$ cat config.mk
export PLATFORM = sky130hd
export DESIGN_NAME = bmu_search_controller
export DESIGN_NICKNAME = d
export VERILOG_FILES = /design/src/rtl/bmu_search_controller.sv
export SDC_FILE = /design/constraint.sdc
export NUM_CORES = 1
export LEC_CHECK = 0
export CAP_MARGIN = 5
export CORE_MARGIN = 1.5
export CORE_UTILIZATION = 35
export CTS_CLUSTER_DIAMETER = 120
export CTS_CLUSTER_SIZE = 24
export DETAILED_ROUTE_END_ITERATION = 6
export GPL_TIMING_DRIVEN = 1
export PLACE_DENSITY = 0.67
export SLEW_MARGIN = 10
export SYNTH_ARGS = -nofsm -noshare
export SYNTH_HDL_FRONTEND = slang
export SYNTH_SLANG_ARGS = --single-unit
$ cat constraint.sdc
create_clock -name clk -period 7.89 [get_ports clk]
set_input_delay 0.789 -clock clk [delete_from_list [all_inputs] [get_ports clk]]
set_output_delay 0.789 -clock clk [all_outputs]
set_load 0.01 [all_outputs]
$ cat src/rtl/bmu_search_controller.sv
// bmu_search_controller: scans the node weight memory through the shared
// ED_calculator and reports the best-matching unit and the runner-up.
module bmu_search_controller #(
  parameter int MAX_NODES = 64,
  parameter int ADDR_W    = $clog2(MAX_NODES),
  parameter int VEC_W     = 32
) (
  input  logic              clk,
  input  logic              rst,
  input  logic              start,
  input  logic              abort,
  input  logic [VEC_W-1:0]  x_in,
  input  logic [ADDR_W:0]   num_nodes,
  output logic              mem_rd_en,
  output logic [ADDR_W-1:0] mem_addr,
  input  logic [VEC_W-1:0]  mem_rdata,
  output logic [VEC_W-1:0]  ed_x,
  output logic [VEC_W-1:0]  ed_w,
  input  logic [31:0]       ed_dist,
  output logic              busy,
  output logic              done,
  output logic              err_empty,
  output logic [ADDR_W-1:0] winner_idx,
  output logic [31:0]       winner_dist,
  output logic              runner_valid,
  output logic [ADDR_W-1:0] runner_idx,
  output logic [31:0]       runner_dist
);

  localparam logic [ADDR_W:0] MAX_N = (ADDR_W+1)'(MAX_NODES);

  typedef enum logic [1:0] {IDLE, SCAN, DRAIN, FINISH} state_t;

  state_t              state_q, state_d;
  logic [VEC_W-1:0]    x_q, x_d;
  logic [ADDR_W:0]     n_q, n_d;
  logic [ADDR_W-1:0]   addr_q, addr_d;
  logic                cmp_vld_q, cmp_vld_d;
  logic [ADDR_W-1:0]   cmp_idx_q, cmp_idx_d;
  logic                w_vld_q, w_vld_d, r_vld_q, r_vld_d;
  logic [ADDR_W-1:0]   w_idx_q, w_idx_d, r_idx_q, r_idx_d;
  logic [31:0]         w_dist_q, w_dist_d, r_dist_q, r_dist_d;
  logic                err_q, err_d;
  logic [ADDR_W-1:0]   win_idx_q, win_idx_d, run_idx_q, run_idx_d;
  logic [31:0]         win_dist_q, win_dist_d, run_dist_q, run_dist_d;
  logic                run_vld_q, run_vld_d;
  logic [ADDR_W:0]     n_clamp;
  logic                last_addr;

  assign n_clamp   = (num_nodes > MAX_N) ? MAX_N : num_nodes;
  assign last_addr = ({1'b0, addr_q} == (n_q - 1'b1));

  // State, operand, running-best and result registers
  always_ff @(posedge clk or posedge rst) begin
    if (rst) begin
      state_q    <= IDLE;
      x_q        <= '0;
      n_q        <= '0;
      addr_q     <= '0;
      cmp_vld_q  <= 1'b0;
      cmp_idx_q  <= '0;
      w_vld_q    <= 1'b0;
      w_idx_q    <= '0;
      w_dist_q   <= '0;
      r_vld_q    <= 1'b0;
      r_idx_q    <= '0;
      r_dist_q   <= '0;
      err_q      <= 1'b0;
      win_idx_q  <= '0;
      win_dist_q <= '0;
      run_vld_q  <= 1'b0;
      run_idx_q  <= '0;
      run_dist_q <= '0;
    end else begin
      state_q    <= state_d;
      x_q        <= x_d;
      n_q        <= n_d;
      addr_q     <= addr_d;
      cmp_vld_q  <= cmp_vld_d;
      cmp_idx_q  <= cmp_idx_d;
      w_vld_q    <= w_vld_d;
      w_idx_q    <= w_idx_d;
      w_dist_q   <= w_dist_d;
      r_vld_q    <= r_vld_d;
      r_idx_q    <= r_idx_d;
      r_dist_q   <= r_dist_d;
      err_q      <= err_d;
      win_idx_q  <= win_idx_d;
      win_dist_q <= win_dist_d;
      run_vld_q  <= run_vld_d;
      run_idx_q  <= run_idx_d;
      run_dist_q <= run_dist_d;
    end
  end

  // Next-state, address sequencing, compare stage and result capture
  always_comb begin
    state_d    = state_q;
    x_d        = x_q;
    n_d        = n_q;
    addr_d     = addr_q;
    cmp_vld_d  = 1'b0;
    cmp_idx_d  = addr_q;
    w_vld_d    = w_vld_q;
    w_idx_d    = w_idx_q;
    w_dist_d   = w_dist_q;
    r_vld_d    = r_vld_q;
    r_idx_d    = r_idx_q;
    r_dist_d   = r_dist_q;
    err_d      = err_q;
    win_idx_d  = win_idx_q;
    win_dist_d = win_dist_q;
    run_vld_d  = run_vld_q;
    run_idx_d  = run_idx_q;
    run_dist_d = run_dist_q;

    // Compare stage: one cycle behind the address that produced mem_rdata
    if (cmp_vld_q) begin
      if (!w_vld_q || (ed_dist < w_dist_q)) begin
        r_vld_d  = w_vld_q;
        r_idx_d  = w_idx_q;
        r_dist_d = w_dist_q;
        w_vld_d  = 1'b1;
        w_idx_d  = cmp_idx_q;
        w_dist_d = ed_dist;
      end else if (!r_vld_q || (ed_dist < r_dist_q)) begin
        r_vld_d  = 1'b1;
        r_idx_d  = cmp_idx_q;
        r_dist_d = ed_dist;
      end
    end

    unique case (state_q)
      IDLE: begin
        if (start && !abort) begin
          x_d      = x_in;
          n_d      = n_clamp;
          addr_d   = '0;
          w_vld_d  = 1'b0;
          w_idx_d  = '0;
          w_dist_d = '0;
          r_vld_d  = 1'b0;
          r_idx_d  = '0;
          r_dist_d = '0;
          err_d    = (n_clamp == '0);
          state_d  = (n_clamp == '0) ? FINISH : SCAN;
        end
      end
      SCAN: begin
        if (abort) begin
          state_d = IDLE;
        end else begin
          cmp_vld_d = 1'b1;
          if (last_addr) state_d = DRAIN;
          else           addr_d  = addr_q + 1'b1;
        end
      end
      DRAIN: begin
        state_d = abort ? IDLE : FINISH;
      end
      FINISH: begin
        state_d = IDLE;
      end
      default: state_d = IDLE;
    endcase

    // Results are taken from the post-compare values so the last read counts
    if (state_d == FINISH) begin
      win_idx_d  = w_vld_d ? w_idx_d  : '0;
      win_dist_d = w_vld_d ? w_dist_d : '0;
      run_vld_d  = r_vld_d;
      run_idx_d  = r_vld_d ? r_idx_d  : '0;
      run_dist_d = r_vld_d ? r_dist_d : '0;
    end
  end

  assign mem_rd_en    = (state_q == SCAN);
  assign mem_addr     = addr_q;
  assign ed_x         = x_q;
  assign ed_w         = cmp_vld_q ? mem_rdata : '0;
  assign busy         = (state_q == SCAN) || (state_q == DRAIN);
  assign done         = (state_q == FINISH);
  assign err_empty    = err_q;
  assign winner_idx   = win_idx_q;
  assign winner_dist  = win_dist_q;
  assign runner_valid = run_vld_q;
  assign runner_idx   = run_idx_q;
  assign runner_dist  = run_dist_q;

endmodule
Word level (Yosys, flattened, before mapping)
Index checks and enable logic that the tools add are counted.
Storage, ports and cells
  bits in registers: 210
  output and inout bits: 151
  logic and storage cells: 88
  bits of input ports: 107
Cells by class
  muxes and demuxes: 45
  eq/ne operators: 8
  order comparisons: 3
  reduce and logical (&&, ||, !) cells: 12
  add/subtract/negate cells: 2
Operators by type and width (count)
  32-bit 2-to-1 mux: 12
  6-bit 2-to-1 mux: 14
  32-bit < comparator: 2
  6-bit case mux with 2 select lines: 1
  1-bit 2-to-1 mux: 11
  2-bit 2-to-1 mux: 5
  2-bit case mux with 4 select lines: 1
  6-bit by 7-bit == test with 1-bit output: 1
  7-bit greater-than comparator (second input constant): 1
  7-bit logical NOT: 1
  7-bit 2-to-1 mux: 1
  7-bit by 1-bit subtractor with 7-bit output (second input constant): 1
  6-bit by 1-bit adder with 6-bit output (second input constant): 1
  2-bit == test (second input constant): 3
  2-bit != test (second input constant): 3
  4-bit AND reduction: 1
  1-bit logical NOT: 3
  1-bit logical OR: 3
  2-bit by 1-bit == test with 1-bit output (second input constant): 1
  2-bit logical NOT: 1
  2-bit AND reduction: 1
  2-bit nonzero test: 1
  1-bit logical AND: 1

Longest topological paths before layout
  depth after elaboration: 8
  mapped depth: 15
  depth with buffers taken out: 10

Worst setup path before layout
Ideal clock, no wire load.
  path kind: input-to-reg
  start: input port ed_dist[2]
  end: register run_dist_q[26] (netlist: runner_dist[26])
  stages: 10
  arrival time: 2807 ps
  path buffers: 1
  path slack: 4949 ps
  setup time: 134 ps
  data required time: 7756 ps
  cells stage by stage: ha_1 -> a211oi_1 -> o21ai_0 -> o2111ai_1 -> and4b_1 -> a2bb2oi_1 -> nand3b_1 -> clkbuf_1 -> o221ai_1 -> o21ai_0
Between the ends
  cells in the longest elaborated chain, start to end: 8
  elaborated cells on any way between the ends: 15
  classes of those cells: order compare: 2; mux: 11; reduce/logical: 2
RTL lines
  start: declaration: line 19  | input logic [31:0] ed_dist,
  32-bit < comparator: line 126  | end else if (!r_vld_q || (ed_dist < r_dist_q)) begin
  1-bit logical OR: line 126
  32-bit 2-to-1 mux / 1-bit 2-to-1 mux (equally long branches): line 126
  32-bit 2-to-1 mux / 1-bit 2-to-1 mux (equally long branches): line 119  | if (!w_vld_q || (ed_dist < w_dist_q)) begin
  32-bit 2-to-1 mux / 1-bit 2-to-1 mux (equally long branches): line 118  | if (cmp_vld_q) begin
  32-bit 2-to-1 mux / 1-bit 2-to-1 mux (equally long branches): line 135  | if (start && !abort) begin
  32-bit 2-to-1 mux / 1-bit 2-to-1 mux (equally long branches): line 133  | unique case (state_q)
  32-bit 2-to-1 mux *: line 173  | run_dist_d = r_vld_d ? r_dist_d : '0;
  end signal: assignment: line 92  | run_dist_q <= run_dist_d;
  end: declaration: line 45  | logic [31:0] win_dist_q, win_dist_d, run_dist_q, run_dist_d;
Mark *: on every way between the ends. The rest lies on a longest branch, timed or not.
A chain may end at the register's enable or synchronous reset.

Worst setup path after layout
  start: input port ed_dist[15]
  end: register run_dist_q[1] (netlist: runner_dist[1])
The elaborated chain is that of the path after synthesis.

==> results.sh <==
export IMPL_run_status="finished clean"
export IMPL_slew_viol_final=0
export IMPL_die_area_mm2=0.0317
export IMPL_pin_count=258
export IMPL_clkTransAtPathRegs_ns=0.10
export IMPL_cts_hold_buf=0
export IMPL_seqCellArea_mm2=0.00526
export IMPL_antenna_found_initial=1
export IMPL_hp_class="reg -> reg"
export IMPL_reg2reg_to="runner_idx[5]"
export IMPL_worstMarginPinSlew_ns=1.04
export IMPL_cts_tree="built"
export IMPL_grt_util_all_layers_pct=17.9
export IMPL_maxSlewHeadroom_pct=30.4
export IMPL_syn_mean_instance_area_um2=9.87
export IMPL_synth_cells=1088
export IMPL_grt_max_degree=134
export IMPL_hold_violations=0
export IMPL_critPathArrivalTime_ns=4.36
export IMPL_drtIter0Drc=419
export IMPL_setup_slack_ns=3.86
export IMPL_whs_ns=0.485
export IMPL_max_freq_mhz=248
export IMPL_coreArea_mm2=0.0300
export IMPL_synth_ff_type="dfrtp_1"
export IMPL_htreeDepth=1
export IMPL_first_pass_iters=5
export IMPL_p_total_mw=4.60
export IMPL_syn_nets=1264
export IMPL_cp_max_fo=20
export IMPL_antenna_left=0
export IMPL_finClkSkew_ns=0.0144
export IMPL_yosysUniqueCellTypes=53
export IMPL_clock_tree_buffer_depth=3
export IMPL_fin_setup_tns_ns=0
export IMPL_post_drt_wl_per_cell_um=16.8
export IMPL_crit_type="in -> reg"
export IMPL_ys_async_sr_fraction_pct=100
export IMPL_reg2reg_setup_slack_ns=3.98
export IMPL_globalplace_congestion=0.798
export IMPL_syn2layout_area_growth_pct=29.6
export IMPL_finalWorstPathRequiredPeriod_ns=4.03
export IMPL_cts_buffers=12
export IMPL_finalWirelength_um=28500
export IMPL_grt_pass1_wl_um=45700
export IMPL_syn_area_mm2=0.0107
export IMPL_nets=1481
export IMPL_fin_crit_sh_pct=51.0
export IMPL_start_util_pct=35.8
export IMPL_powerDensity_mw_per_mm2=331
export IMPL_ff2ff_path_depth=10
export IMPL_clock_latency_ns=0.48
export IMPL_synth_edff_count=0
export IMPL_n_fill_cell=2890
export IMPL_drc=0
export IMPL_timing_rr_start="n_q[0]"
export IMPL_crit_path_start_kind="primary input"
export IMPL_final_util_pct=46.4
export IMPL_yosysTopAreaCell="dfrtp_1"
export IMPL_cap_viol_max_count=0
export IMPL_die_w_um=178
export IMPL_die_y_um=178
export IMPL_cts_sinks=210
export IMPL_num_rows=63
export IMPL_vias=8566
export IMPL_critPathCaptureType="register"
export IMPL_ir_drop_mv=0.160
export IMPL_layout_common_cells="clkdlybuf4s50_1 (257), dfrtp_1 (209), nand2_1 (180)"
export IMPL_post_place_ws_ns=3.34
export IMPL_multi_input_area_mm2=0.00490
export IMPL_hold_path_startpoint="ed_x[11]"
export IMPL_synthDominantCellAreaShare_pct=48.9
export IMPL_setup_viol=0
export IMPL_portBuffers=257
export IMPL_postCtsSetupBuffers=0
export IMPL_rsz0062_at_grt="no"
export IMPL_worst_hold_path_endpoint="ed_x[11]"
export IMPL_synth_seq_cells=210
export IMPL_p_leak_nw=6.41
export IMPL_vias_per_cell=5.05
export IMPL_synth_area_leaders="dfrtp_1 (49%), ha_1 (8.0%), nand2_1 (6.3%)"
export IMPL_drive_above_1_share_pct=9.56
export IMPL_n_antenna_cell=0
export IMPL_critical_path_required_ns=8.22
export IMPL_grt_pass1_vias=8658
export IMPL_ys_seq_area_share_pct=48.9
export IMPL_cts_root_buf="clkbuf_16"
export IMPL_layout_commonest_cell="clkdlybuf4s50_1"
export IMPL_yosys_warnings=0
export IMPL_dpl_hpwl_um=19800
export IMPL_overflow=0
export IMPL_cts_resized=0
export IMPL_hold_path_depth=2
-- flip-flops by register name, summed over array words and instances (netlist names), 2 cells and up --
name         count
r_dist_q        32
winner_dist     32
ed_x            32
w_idx_q          6
runner_dist     32
n_q              7
winner_idx       6
cmp_idx_q        6
w_dist_q        32
runner_idx       6
mem_addr         6
state_q          2
r_idx_q          6
-- through the flow --
stage	cells	instance area (µm²)
2_1_floorplan	1088	10700
6_report	1697	13900
5_1_grt	1697	13900
3_3_place_gp	1681	13600
3_5_place_dp	1681	13600
4_1_cts	1697	13900
-- report_power, final --
| part | leakage (nW) | internal [mW] | total [mW] | switching [mW] |
|---|---|---|---|---|
| Combinational | 3.48 | 0.961 | 2.22 | 1.26 |
| Clock | 0.169 | 0.300 | 0.660 | 0.360 |
| Sequential | 2.76 | 1.46 | 1.73 | 0.263 |
| Total | 6.41 | 2.72 | 4.60 | 1.88 |
-- kinds of logic (layout without fill, tap and decap cells) --
kind of cell,after synthesis,in the layout,synth area share (%)
AO/OA/AOI/OAI,194,194,14.0
XOR/XNOR,11,11,0.897
adder cells (fa/ha/maj),69,69,8.04
buffers and inverters,139,358,5.76
flip-flops,210,210,48.9
multiplexers,45,45,4.22
AND/OR/NAND/NOR,420,420,18.1
-- worst max-delay path: stages --
cell,delay (ns)
clkdlybuf4s50_1,0.48
ha_1,0.35
nand2_1,0.10
nor4_1,0.46
o41ai_1,0.16
o211ai_1,0.34
a22oi_2,0.09
nand3b_1,0.71
buf_4,0.49
o221ai_1,0.27
o21ai_0,0.12
-- cell type report --
type | count | share of cell area (%)
clock buffer | 14 | 2.37
tap | 390 | 3.51
inverter | 76 | 2.10
multi-input combinational | 739 | 35.2
clock inverter | 2 | 0.0719
sequential | 210 | 37.8
timing repair buffer | 266 | 19.0
-- per-layer routing --
metal,track usage [%],wire (µm),up-vias
li1,-,-,4132
met1,23.5,12400,4156
met2,29.6,13200,246
met3,4.84,2330,30
met4,3.54,531,2
met5,0,14,-
-- cell usage after synthesis, types with 3 or more instances --
master and instances:
a21oi_1 35, a22o_1 3, and2_1 34, and3_1 3, buf_2 10, buf_6 11
clkbuf_1 41, dfrtp_1 210, ha_1 69, inv_1 76, mux2i_1 43, nand2_1 180
nand2_2 38, nand3_1 35, nand3b_1 7, nand4_1 9, nor2_1 89, nor3_2 3
nor4_1 5, o21ai_0 42, o21ai_1 14, o221ai_1 38, o31ai_2 39, or2_2 6
xnor2_1 3, xor2_1 8
-- worst max-delay path by stage --
stage	startpoint	end	slack, ns	cells past startpoint
after floorplan	rst	cmp_idx_q[0]	1.36	1
after global routing	ed_dist[2]	runner_dist[8]	3.58	11
after detailed placement	ed_dist[2]	runner_dist[8]	3.34	11
after CTS	ed_dist[15]	runner_dist[1]	3.85	11
final	ed_dist[15]	runner_dist[1]	3.86	11
after global placement	ed_dist[15]	winner_dist[31]	3.45	10
No activity file was read; power rests on OpenSTA's default activity.
==> RTL edit 1, RTL diff (same settings) <==
Encoding of `state_t`: now one-hot (4 bits for 4 states).
--- a/src/rtl/bmu_search_controller.sv
+++ b/src/rtl/bmu_search_controller.sv
@@ -29,7 +29,7 @@
 
   localparam logic [ADDR_W:0] MAX_N = (ADDR_W+1)'(MAX_NODES);
 
-  typedef enum logic [1:0] {IDLE, SCAN, DRAIN, FINISH} state_t;
+  typedef enum logic [3:0] {IDLE = 4'b0001, SCAN = 4'b0010, DRAIN = 4'b0100, FINISH = 4'b1000} state_t;
 
   state_t              state_q, state_d;
   logic [VEC_W-1:0]    x_q, x_d;
Formal check against the unedited RTL: same outputs for any inputs over 4 cycles, from zero or initial values and one cycle with rst high; so few cycles prove little.
==> RTL edit 1 against the original RTL <==
- the run now ends with design-rule violations left
- non-clock buffer count increased by 3
- via count increased by 8.1%
- hold slack got worse by 0.0033 ns
- synthesized cell count increased by 0.92%
- global-route usage increased by 2.1 points
- critical path depth decreased by 1
- final area increased by 2.3%
- sequential cell count increased by 2
- cell count increased by 1.1%
- utilization decreased by 0.15 points
- routed wire length increased by 14%
- worst setup slack got worse by 0.078 ns
- synthesized area increased by 2.4%
- critical path type unchanged
- critical endpoint is now runner_dist[25]$_DFFE_PP0N_
- highest routed layer is now met4
Power is not compared: it rests on default switching activity, and its combinational part moved more than twofold at a synthesized area within 25%.
==> RTL edit 1: results <==
[cells_and_area]
layout-drive-gt1-share = 0.0569
fin_nets = 1488

[grt]
gr-usage-met1 = 0.262
antenna_found_initial = 0
use_met2 = 0.335
grt_max_degree = 83
met3_usage = 0.0491
grt_pass1_vias = 9569
grt_pass1_wl_um = 53000
grt_usage = 0.200

[sta]
fin_setup_tns_ns = 0
skew_ns = 0.0117
layout_min_cycle_time_ns = 4.10
slew-limit-headroom = 0.258

[critical_path]
r2r_end = "runner_dist[25]$_DFFE_PP0N_"
crit_end = "runner_dist[25]$_DFFE_PP0N_"
r2r-start = "w_dist_q[15]$_DFF_PP0_"
cp-startpoint = "ed_dist[14]"
ff2ff_setup_slack_ns = 4.16
worstPathMaxFanout = 11
arrival_ns = 4.52

[synthesis]
synth_async_sr_flop_share = 1.00
synth_fp_nets = 1269
synth_area_leaders = "dfrtp_1 48%, ha_1 7.3%, nand2_1 6.0%, mux2i_1 4.9%, o21ai_0 3.4%"
yosys-top-cells-count = "211 x dfrtp_1, 176 x nand2_1, 77 x inv_1, 75 x o21ai_0, 64 x ha_1"
synthAdderAreaFrac = 0.0729
synthMuxAreaShare = 0.0707
synth-compound-area-share = 0.179
synth-xor-area-share = 0.00638
seq_area_frac_synth = 0.483
synth_cell_type_count = 57

[clocking]
clk_latency_ns = 0.48
post_cts_buffers = 0

[route]
first_pass_iters = 7
wl_per_cell_um = 19.0
remaining_drc_errors = 23
vias = 9261

[placement]
dp_hpwl_um = 22200
place_area_um2 = 13900
pre_cts_slack_ns = 3.30
gp_congestion = 0.858

[status]
failed_checks = "design-rule violations"
status = "finished, violations left"

[die]
start_util = 0.357

[min_path]
hold_path_end = "ed_x[24]$_DFFE_PP0P_"
[RTL edit 1: cell count changes in the layout (fill, tap and decap cells not counted), moves of 23 or more]
cell      change
a32oi_1      +31
nand2_2      -37
nor2_1       -34
o21ai_0      +34
o221ai_1     -23
o31ai_2      -39
[RTL edit 1: worst max-delay path, stage by stage]
cell,delay [ns]
clkdlybuf4s50_1,0.48
ha_1,0.35
nand4_1,0.16
or4_1,0.55
a221o_1,0.27
and4b_1,0.23
o21a_1,0.28
nor2_1,0.86
buf_4,0.36
a221o_1,0.17
[RTL edit 1: per-stage QoR]
stage               instances  hold slack, ns   util
floorplan                1098           0.466      -
global placement         1699           0.457  0.452
detailed placement       1699           0.463  0.452
CTS                      1715           0.487  0.463
global route             1715           0.502  0.463
finish                   1715           0.481  0.463
[RTL edit 1: layout make-up]
cell class                      instances  area, um2
Clock buffer                           15        333
Clock inverter                          1       5.00
Fill cell                            2940      16500
Inverter                               77        297
Multi-Input combinational cell        745       5140
Sequential cell                       212       5310
Tap cell                              396        495
Timing Repair Buffer                  269       2660
[RTL edit 1: metal layers]
metal | wire length, um | vias to the layer above
li1 | - | 4357
met1 | 14100 | 4508
met5 | 0 | -
met2 | 15200 | 356
met4 | 554 | 0
met3 | 2690 | 40
[RTL edit 1: kinds of logic (layout without fill, tap and decap cells)]
group,Yosys count,in the layout
AND/OR/NAND/NOR,332,332
AO/OA/AOI/OAI,266,266
flip-flops,212,212
buffers and inverters,141,362
multiplexers,75,75
adder cells (fa/ha/maj),64,64
XOR/XNOR,8,8
[RTL edit 1: power groups by stage]
stage	clock network [mW]	logic, mW	registers [mW]
floorplan	0	0.174	1.21
global placement	0	0.380	1.20
detailed placement	0	0.384	1.20
CTS	0.690	0.386	1.18
global route	0.727	0.427	1.19
finish	0.662	0.382	1.18
==> RTL edit 2, RTL diff (same settings) <==
Made on the original files. The parameter `VEC_W` goes from 32 to 48.
--- a/src/rtl/bmu_search_controller.sv
+++ b/src/rtl/bmu_search_controller.sv
@@ -3,7 +3,7 @@
 module bmu_search_controller #(
   parameter int MAX_NODES = 64,
   parameter int ADDR_W    = $clog2(MAX_NODES),
-  parameter int VEC_W     = 32
+  parameter int VEC_W     = 48
 ) (
   input  logic              clk,
   input  logic              rst,
Ports: changed (resized ed_w, ed_x, mem_rdata and x_in); port bits go from 258 to 322. The function was not compared with the original's and may differ.
==> RTL edit 2 against the original RTL <==
- total power down 0.49%
- synthesized area increased by 5.8%
- maximum frequency decreased by 16%
- register-to-register slack lost 0.45 ns
- routed wire length rose by 21%
- highest routed layer is now met4
- final area is 10% higher
- worst setup slack worse by 0.76 ns
- largest cell class unchanged
- sequential cell count is 16 higher
- cell count up 11%
- synthesized cell count up 11%
==> RTL edit 2: results <==
[placement]
gp_congestion = 0.855
io_buffers = 321

[power]
clock_power_mw = 0.688
p_comb_frac = 0.463
p_int_mw = 2.81

[grt]
met3_usage = 0.0564
use_met2 = 0.360

[synthesis]
avgSynthCellArea_um2 = 9.38
yosys-top-cells-count = "251 x nand2_1, 226 x dfrtp_1, 87 x nor2_1, 75 x inv_1, 69 x ha_1"
synth_fp_nets = 1419
synth-compound-area-share = 0.139
synthAdderAreaFrac = 0.0760
synth_cell_type_count = 50
synth-xor-area-share = 0.00848

[route]
route.met2.wl_um = 16500
top_layer = "met4"
m1WireLength_um = 14700
via_per_inst = 5.20
drt_iter0_markers = 614

[min_path]
hp-start = "winner_dist[12]$_DFFE_PP0N_"

[sta]
hold_ws_ns = 0.479

[cells_and_area]
multi_input_comb_cells = 833
inverters = 75
multi_input_area_um2 = 5160
buffer_area_frac = 0.218
clock_area_frac = 0.0223
finish.utilization = 0.482

[critical_path]
cp_slowest_stage_delay_ns = 0.75
critPathTopFamily = "compound AO/OA/AOI/OAI gates"

[clocking]
clock-sinks = 226

[die]
coreArea_um2 = 31700

[status]
status = "completed"
==> RTL edit 2: cell types whose count changed after synthesis, sizes merged, moves of 6 or more <==
cell / before / now
dfrtp: 210 / 226
nand2: 218 / 251
nand3: 36 / 4
clkbuf: 42 / 59
and2: 34 / 50
or2: 6 / 0
nor4: 5 / 34
a221oi: 3 / 36
a21oi: 35 / 50
a21boi: 1 / 9
o221ai: 38 / 2
nand4: 9 / 15
==> RTL edit 2: worst max path at each step <==
stage	start	endpoint	slack (ns)	depth (start not counted)
floorplan	rst	cmp_idx_q[0]$_DFF_PP0_	0.91	1
global placement	ed_dist[14]	runner_idx[5]$_DFFE_PP0N_	2.96	11
detailed placement	ed_dist[15]	runner_idx[5]$_DFFE_PP0N_	2.66	11
CTS	ed_dist[15]	runner_idx[5]$_DFFE_PP0N_	3.18	11
global route	ed_dist[15]	runner_idx[5]$_DFFE_PP0N_	2.84	11
finish	ed_dist[15]	runner_idx[5]$_DFFE_PP0N_	3.10	11
